## src/rtl/rvseed_pkg.sv

```systemverilog
// Shared rvseed definitions: PC generator FSM encoding, default fetch/trap
// vectors and the fixed instruction length.
package rvseed_pkg;

  typedef enum logic [1:0] {
    ST_BOOT = 2'd0,
    ST_RUN  = 2'd1,
    ST_PEND = 2'd2
  } pc_state_e;

  localparam logic [63:0] RVSEED_RESET_VEC = 64'h8000_0000;
  localparam logic [63:0] RVSEED_TRAP_VEC  = 64'h8000_0000;
  localparam int unsigned ILEN             = 4;

endpackage

```

## src/rtl/pc_redirect_arb.sv

```systemverilog
// Redirect arbitration: picks the highest-priority redirect source, computes
// its target and swaps a misaligned target for the trap vector.
module pc_redirect_arb
  import rvseed_pkg::*;
#(
  parameter int              XLEN     = 64,
  parameter logic [XLEN-1:0] TRAP_VEC = XLEN'(RVSEED_TRAP_VEC)
) (
  input  logic            br_i,
  input  logic            jal_i,
  input  logic            jalr_i,
  input  logic            ebreak_i,
  input  logic [XLEN-1:0] ex_pc_i,
  input  logic [XLEN-1:0] imm_i,
  input  logic [XLEN-1:0] rs1_i,
  output logic            redirect_o,
  output logic            ebreak_sel_o,
  output logic            misalign_o,
  output logic [XLEN-1:0] target_o
);

  logic [XLEN-1:0] jalr_sum;
  logic [XLEN-1:0] raw_target;

  // Priority ebreak > jalr > jal/br; jal and br share the pc-relative form.
  always_comb begin
    jalr_sum   = rs1_i + imm_i;
    raw_target = ex_pc_i + imm_i;
    if (ebreak_i) begin
      raw_target = TRAP_VEC;
    end else if (jalr_i) begin
      raw_target = {jalr_sum[XLEN-1:1], 1'b0};
    end
    redirect_o   = br_i | jal_i | jalr_i | ebreak_i;
    ebreak_sel_o = ebreak_i;
    misalign_o   = redirect_o & ~ebreak_i & raw_target[1];
    target_o     = misalign_o ? TRAP_VEC : raw_target;
  end

endmodule

```

## src/rtl/pc_gen_unit.sv

```systemverilog
// Fetch PC generator: boots at the reset vector, steps by ILEN on accepted
// fetches and applies (or defers while stalled) branch/jump/trap redirects.
module pc_gen_unit
  import rvseed_pkg::*;
#(
  parameter int              XLEN      = 64,
  parameter logic [XLEN-1:0] RESET_VEC = XLEN'(RVSEED_RESET_VEC),
  parameter logic [XLEN-1:0] TRAP_VEC  = XLEN'(RVSEED_TRAP_VEC),
  parameter int              CNT_W     = 32
) (
  input  logic             clk,
  input  logic             rst,
  input  logic             stall_i,
  input  logic             fetch_ready_i,
  output logic             fetch_valid_o,
  output logic [XLEN-1:0]  pc_o,
  input  logic             br_i,
  input  logic             jal_i,
  input  logic             jalr_i,
  input  logic             ebreak_i,
  input  logic [XLEN-1:0]  ex_pc_i,
  input  logic [XLEN-1:0]  imm_i,
  input  logic [XLEN-1:0]  rs1_i,
  output logic             flush_o,
  output logic             misalign_o,
  output logic [CNT_W-1:0] redirect_cnt_o,
  output logic [1:0]       state_o
);

  pc_state_e        state_q, state_d;
  logic [XLEN-1:0]  pc_q, pc_d;
  logic [XLEN-1:0]  pend_q, pend_d;
  logic [CNT_W-1:0] cnt_q;
  logic             valid_c, flush_c, misalign_c, replace_c;
  logic [XLEN-1:0]  pend_tgt;

  logic             arb_redirect, arb_ebreak, arb_misalign;
  logic [XLEN-1:0]  arb_target;

  pc_redirect_arb #(
    .XLEN     (XLEN),
    .TRAP_VEC (TRAP_VEC)
  ) u_arb (
    .br_i         (br_i),
    .jal_i        (jal_i),
    .jalr_i       (jalr_i),
    .ebreak_i     (ebreak_i),
    .ex_pc_i      (ex_pc_i),
    .imm_i        (imm_i),
    .rs1_i        (rs1_i),
    .redirect_o   (arb_redirect),
    .ebreak_sel_o (arb_ebreak),
    .misalign_o   (arb_misalign),
    .target_o     (arb_target)
  );

  // Handshake: a fetch of pc_o is accepted in a cycle where fetch_valid_o and
  // fetch_ready_i are both high; pc_o holds until accepted or redirected.
  always_comb begin
    state_d    = state_q;
    pc_d       = pc_q;
    pend_d     = pend_q;
    valid_c    = 1'b0;
    flush_c    = 1'b0;
    misalign_c = 1'b0;
    replace_c  = 1'b0;
    pend_tgt   = pend_q;
    case (state_q)
      ST_BOOT: state_d = ST_RUN;
      ST_RUN: begin
        valid_c    = 1'b1;
        misalign_c = arb_misalign;
        if (arb_redirect) begin
          if (!stall_i) begin
            pc_d    = arb_target;
            flush_c = 1'b1;
          end else begin
            pend_d  = arb_target;
            state_d = ST_PEND;
          end
        end else if (!stall_i && fetch_ready_i) begin
          pc_d = pc_q + XLEN'(ILEN);
        end
      end
      ST_PEND: begin
        // Only a trap-class redirect may overwrite the deferred target.
        misalign_c = arb_misalign;
        replace_c  = arb_ebreak | arb_misalign;
        pend_tgt   = replace_c ? arb_target : pend_q;
        pend_d     = pend_tgt;
        if (!stall_i) begin
          pc_d    = pend_tgt;
          flush_c = 1'b1;
          state_d = ST_RUN;
        end
      end
      default: state_d = ST_BOOT;
    endcase
  end

  always_ff @(posedge clk) begin
    if (rst) begin
      state_q <= ST_BOOT;
      pc_q    <= RESET_VEC;
      pend_q  <= '0;
      cnt_q   <= '0;
    end else begin
      state_q <= state_d;
      pc_q    <= pc_d;
      pend_q  <= pend_d;
      if (flush_c && (cnt_q != '1)) begin
        cnt_q <= cnt_q + CNT_W'(1);
      end
    end
  end

  assign fetch_valid_o  = valid_c & ~rst;
  assign flush_o        = flush_c & ~rst;
  assign misalign_o     = misalign_c & ~rst;
  assign pc_o           = pc_q;
  assign redirect_cnt_o = cnt_q;
  assign state_o        = state_q;

endmodule

```

## config.mk

```make
export PLATFORM = sky130hd
export DESIGN_NAME = pc_gen_unit
export DESIGN_NICKNAME = d
export VERILOG_FILES = /design/src/rtl/rvseed_pkg.sv /design/src/rtl/pc_redirect_arb.sv /design/src/rtl/pc_gen_unit.sv
export SDC_FILE = /design/constraint.sdc
export NUM_CORES = 1
export LEC_CHECK = 0
export ABC_AREA = 1
export CORE_MARGIN = 8
export CORE_UTILIZATION = 58
export DETAILED_ROUTE_END_ITERATION = 10
export PLACE_DENSITY = 0.95
export SYNTH_ARGS = -nofsm -noshare
export SYNTH_HDL_FRONTEND = slang
export SYNTH_SLANG_ARGS = --single-unit
```

## constraint.sdc

```tcl
create_clock -name clk -period 3.4 [get_ports clk]
set_input_delay 0.68 -clock clk [delete_from_list [all_inputs] [get_ports clk]]
set_output_delay 0.68 -clock clk [all_outputs]
set_load 0.01 [all_outputs]
```

==> reports/metrics.csv <==
stage,metric,value,unit
status,status,"finished, final reports clean",
synth,syn_avg_cell_area,5.21,um2
worst_hold_path,hp-class,register to register,
drt,drc,0,
worst_setup_path,worstPathArrival,3.59,ns
place,gp_congestion,1.05,
place,hpwl,74.6,mm
drt,final_antenna_net_count,0,
synth,synth_edf_count,0,
drt,vias,29000,
clocking,cts_root_buf,clkbuf_16,
timing,finalMaxSlewViolations,0,
place,place_area,26600,um2
synth,ys.flop_type,dfxtp_1,
clocking,cts_max_path_buffers,2,
synth,synth_top_area_share,24.5,%
timing,worst_pin_slew,1.06,ns
timing,skew,0.0130,ns
worst_setup_path,worstPathRequired,3.77,ns
finish,diodes,0,
finish,fin_area,27100,um2
clocking,cts_max_level,4,
floorplan,die_w,210,um
place,io_buffers,300,
grt,grt_max_degree,92,
drt,drt-vias-per-instance,5.70,
worst_setup_path,critPathLaunchType,primary input,
grt,grt_util_all_layers,40.1,%
drt,drtPass1Iterations,8,
synth,ys_ff_latch,162,
power_and_ir_drop,p_leak,14.3,nW
clocking,numCtsBuffers,17,
grt,grt_pass1_vias,26600,
grt,antenna_found_initial,0,
timing,max_clock_freq,310,MHz
drt,wl_per_cell,18.1,um
power_and_ir_drop,power_density,416,nW/um2
finish,drive_gt1_share,6.68,%
finish,layoutNonFillerInstCount,5083,
floorplan,die_y,210,um
floorplan,core_area,37300,um2
synth,syn_nets,4506,
finish,syn2layout_area_growth,24.8,%
floorplan,core.rowCount,71,
timing,worst_slack,0.175,ns
power_and_ir_drop,vdd_drop_max,0.000545,V
floorplan,pin_count,301,
synth,yosys_warnings,0,
floorplan,dieArea,43900,um2
timing,whs,0.504,ns
drt,drtIter0Drc,4082,
synth,synth_cells,4174,
worst_setup_path,path_max_fanout,4,
synth,synth_most_common_cell,nand2_1,
synth,netlist_area,21700,um2
synth,ys_top_cells_by_area,"nand2_1, dfxtp_1, inv_1",
place,place_inst,5051,
synth,yosys-top-cells-count,"nand2_1, inv_1, nand3_1",
synth,synth_largest_area_cell,nand2_1,
drt,totalWireLength,92.2,mm
place,dp_slack,-0.170,ns
worst_setup_path,criticalPathCategory,primary input to register,
timing,hold_viol,0,
clocking,cts_sinks,162,
clocking,clkTransAtPathRegs,0.07,ns
job,maxCapViolCount,0,
finish,design.final.nets,4928,
floorplan,initial_utilization,58.3,%
timing,setup_viol,0,
grt,grt_overflow,0,
timing,period_share,94.9,%
clocking,cts_tree,done,
timing,slew_headroom,29.5,%
timing,min_period,3.23,ns
finish,fill_cells,3379,
synth,yosysSeqAreaShare,14.9,%
synth,ys_async_sr_fraction,0,%
synth,synthDistinctLibCells,51,
worst_setup_path,worstSetupEndpointType,register,
worst_setup_path,r2r_setup_slack,0.57,ns
grt,grt_pass1_wl,142,mm
timing,rsz0062_at_grt,false,
clocking,clock_latency,0.45,ns
[per-stage QoR]
| step | util [%] | total power [mW] | TNS (ns) |
|---|---|---|---|
| 3_3_place_gp | 71.2 | 9.00 | -0.416 |
| 6_report | 72.7 | 11.3 | 0 |
| 2_1_floorplan | - | 6.50 | 0 |
| 3_5_place_dp | 71.2 | 9.13 | -2.69 |
| 5_1_grt | 72.7 | 11.9 | 0 |
| 4_1_cts | 72.7 | 11.0 | 0 |
[critical path: stages]
cell	delay, ns
clkdlybuf4s50_1	0.49
ha_1	0.18
inv_1	0.06
fa_1	0.43
inv_1	0.12
nand3_1	0.08
nand3_1	0.12
nand2_1	0.07
nand3_1	0.15
nand2_1	0.07
nand2_1	0.17
nand2_1	0.14
nand3_1	0.09
nand2_1	0.05
nand3_1	0.14
nand3_1	0.19
nand2_1	0.12
nand2_1	0.08
a21oi_1	0.15
[routing by layer]
metal  GRT usage [%]  part of all wire, %  vias to the layer above
met5               0                    0                        -
met2            64.8                   44                     1820
li1                -                    -                    14000
met3            7.31                   10                      384
met1            49.4                   39                    12800
met4            23.8                  6.6                        0
[cells by family (layout without fill, tap and decap cells)]
logic type / after synthesis / count (layout) / share of synthesized area, %
XOR/XNOR: 46 / 46 / 1.85
flip-flops: 162 / 162 / 14.9
buffers and inverters: 928 / 1363 / 16.2
AND/OR/NAND/NOR: 2307 / 2307 / 44.5
adder cells (fa/ha/maj): 132 / 132 / 7.67
AO/OA/AOI/OAI: 599 / 599 / 14.9
[placed cells by master (no fill, tap or decap), types with 123 or more instances in the layout]
| cell | n |
|---|---|
| inv_1 | 810 |
| ha_1 | 129 |
| o21ai_0 | 227 |
| buf_4 | 198 |
| a31oi_1 | 123 |
| nor2_1 | 341 |
| nand3_1 | 345 |
| dfxtp_1 | 162 |
| clkdlybuf4s50_1 | 298 |
| nand2_1 | 1417 |
| a21oi_1 | 199 |
[sequential cells by signal (all words and copies together) (netlist names)]
name,flops
pc_o,64
pend_q,64
redirect_cnt_o,32
state_o,2
[power by group]
part	internal [mW]	switching, mW	leakage, nW
Sequential	2.53	0.825	1.33
Combinational	2.37	3.66	12.7
Clock	1.01	0.882	0.275
[repair_timing]
action / 4_1_cts / 5_1_grt
gates resized for setup: 1 / 0
setup buffers: 0 / 0
setup endpoints to repair: 1 / 0
hold buffers: 0 / 0
[final timing paths]
kind | startpoint | to | depth (start not counted)
max | imm_i[0] | pc_o[52]$_SDFFE_PP0P_ | 19
min | redirect_cnt_o[11]$_SDFFE_PP0P_ | redirect_cnt_o[11]$_SDFFE_PP0P_ | 2
max reg2reg | pc_o[2]$_SDFFE_PP0P_ | pc_o[46]$_SDFFE_PP0P_ | 12
min reg2reg | redirect_cnt_o[11]$_SDFFE_PP0P_ | redirect_cnt_o[11]$_SDFFE_PP0P_ | 2
[area by class of cell]
| type | count | area, um2 | area share [%] |
|---|---|---|---|
| Inverter | 827 | 3110 | 11.5 |
| Tap cell | 474 | 593 | 2.19 |
| Timing Repair Buffer | 504 | 4600 | 17.0 |
| Multi-Input combinational cell | 3084 | 15000 | 55.3 |
| Sequential cell | 162 | 3240 | 12.0 |
| Clock inverter | 12 | 97.6 | 0.360 |
| Clock buffer | 20 | 467 | 1.72 |
No activity file was read; power rests on OpenSTA's default activity.
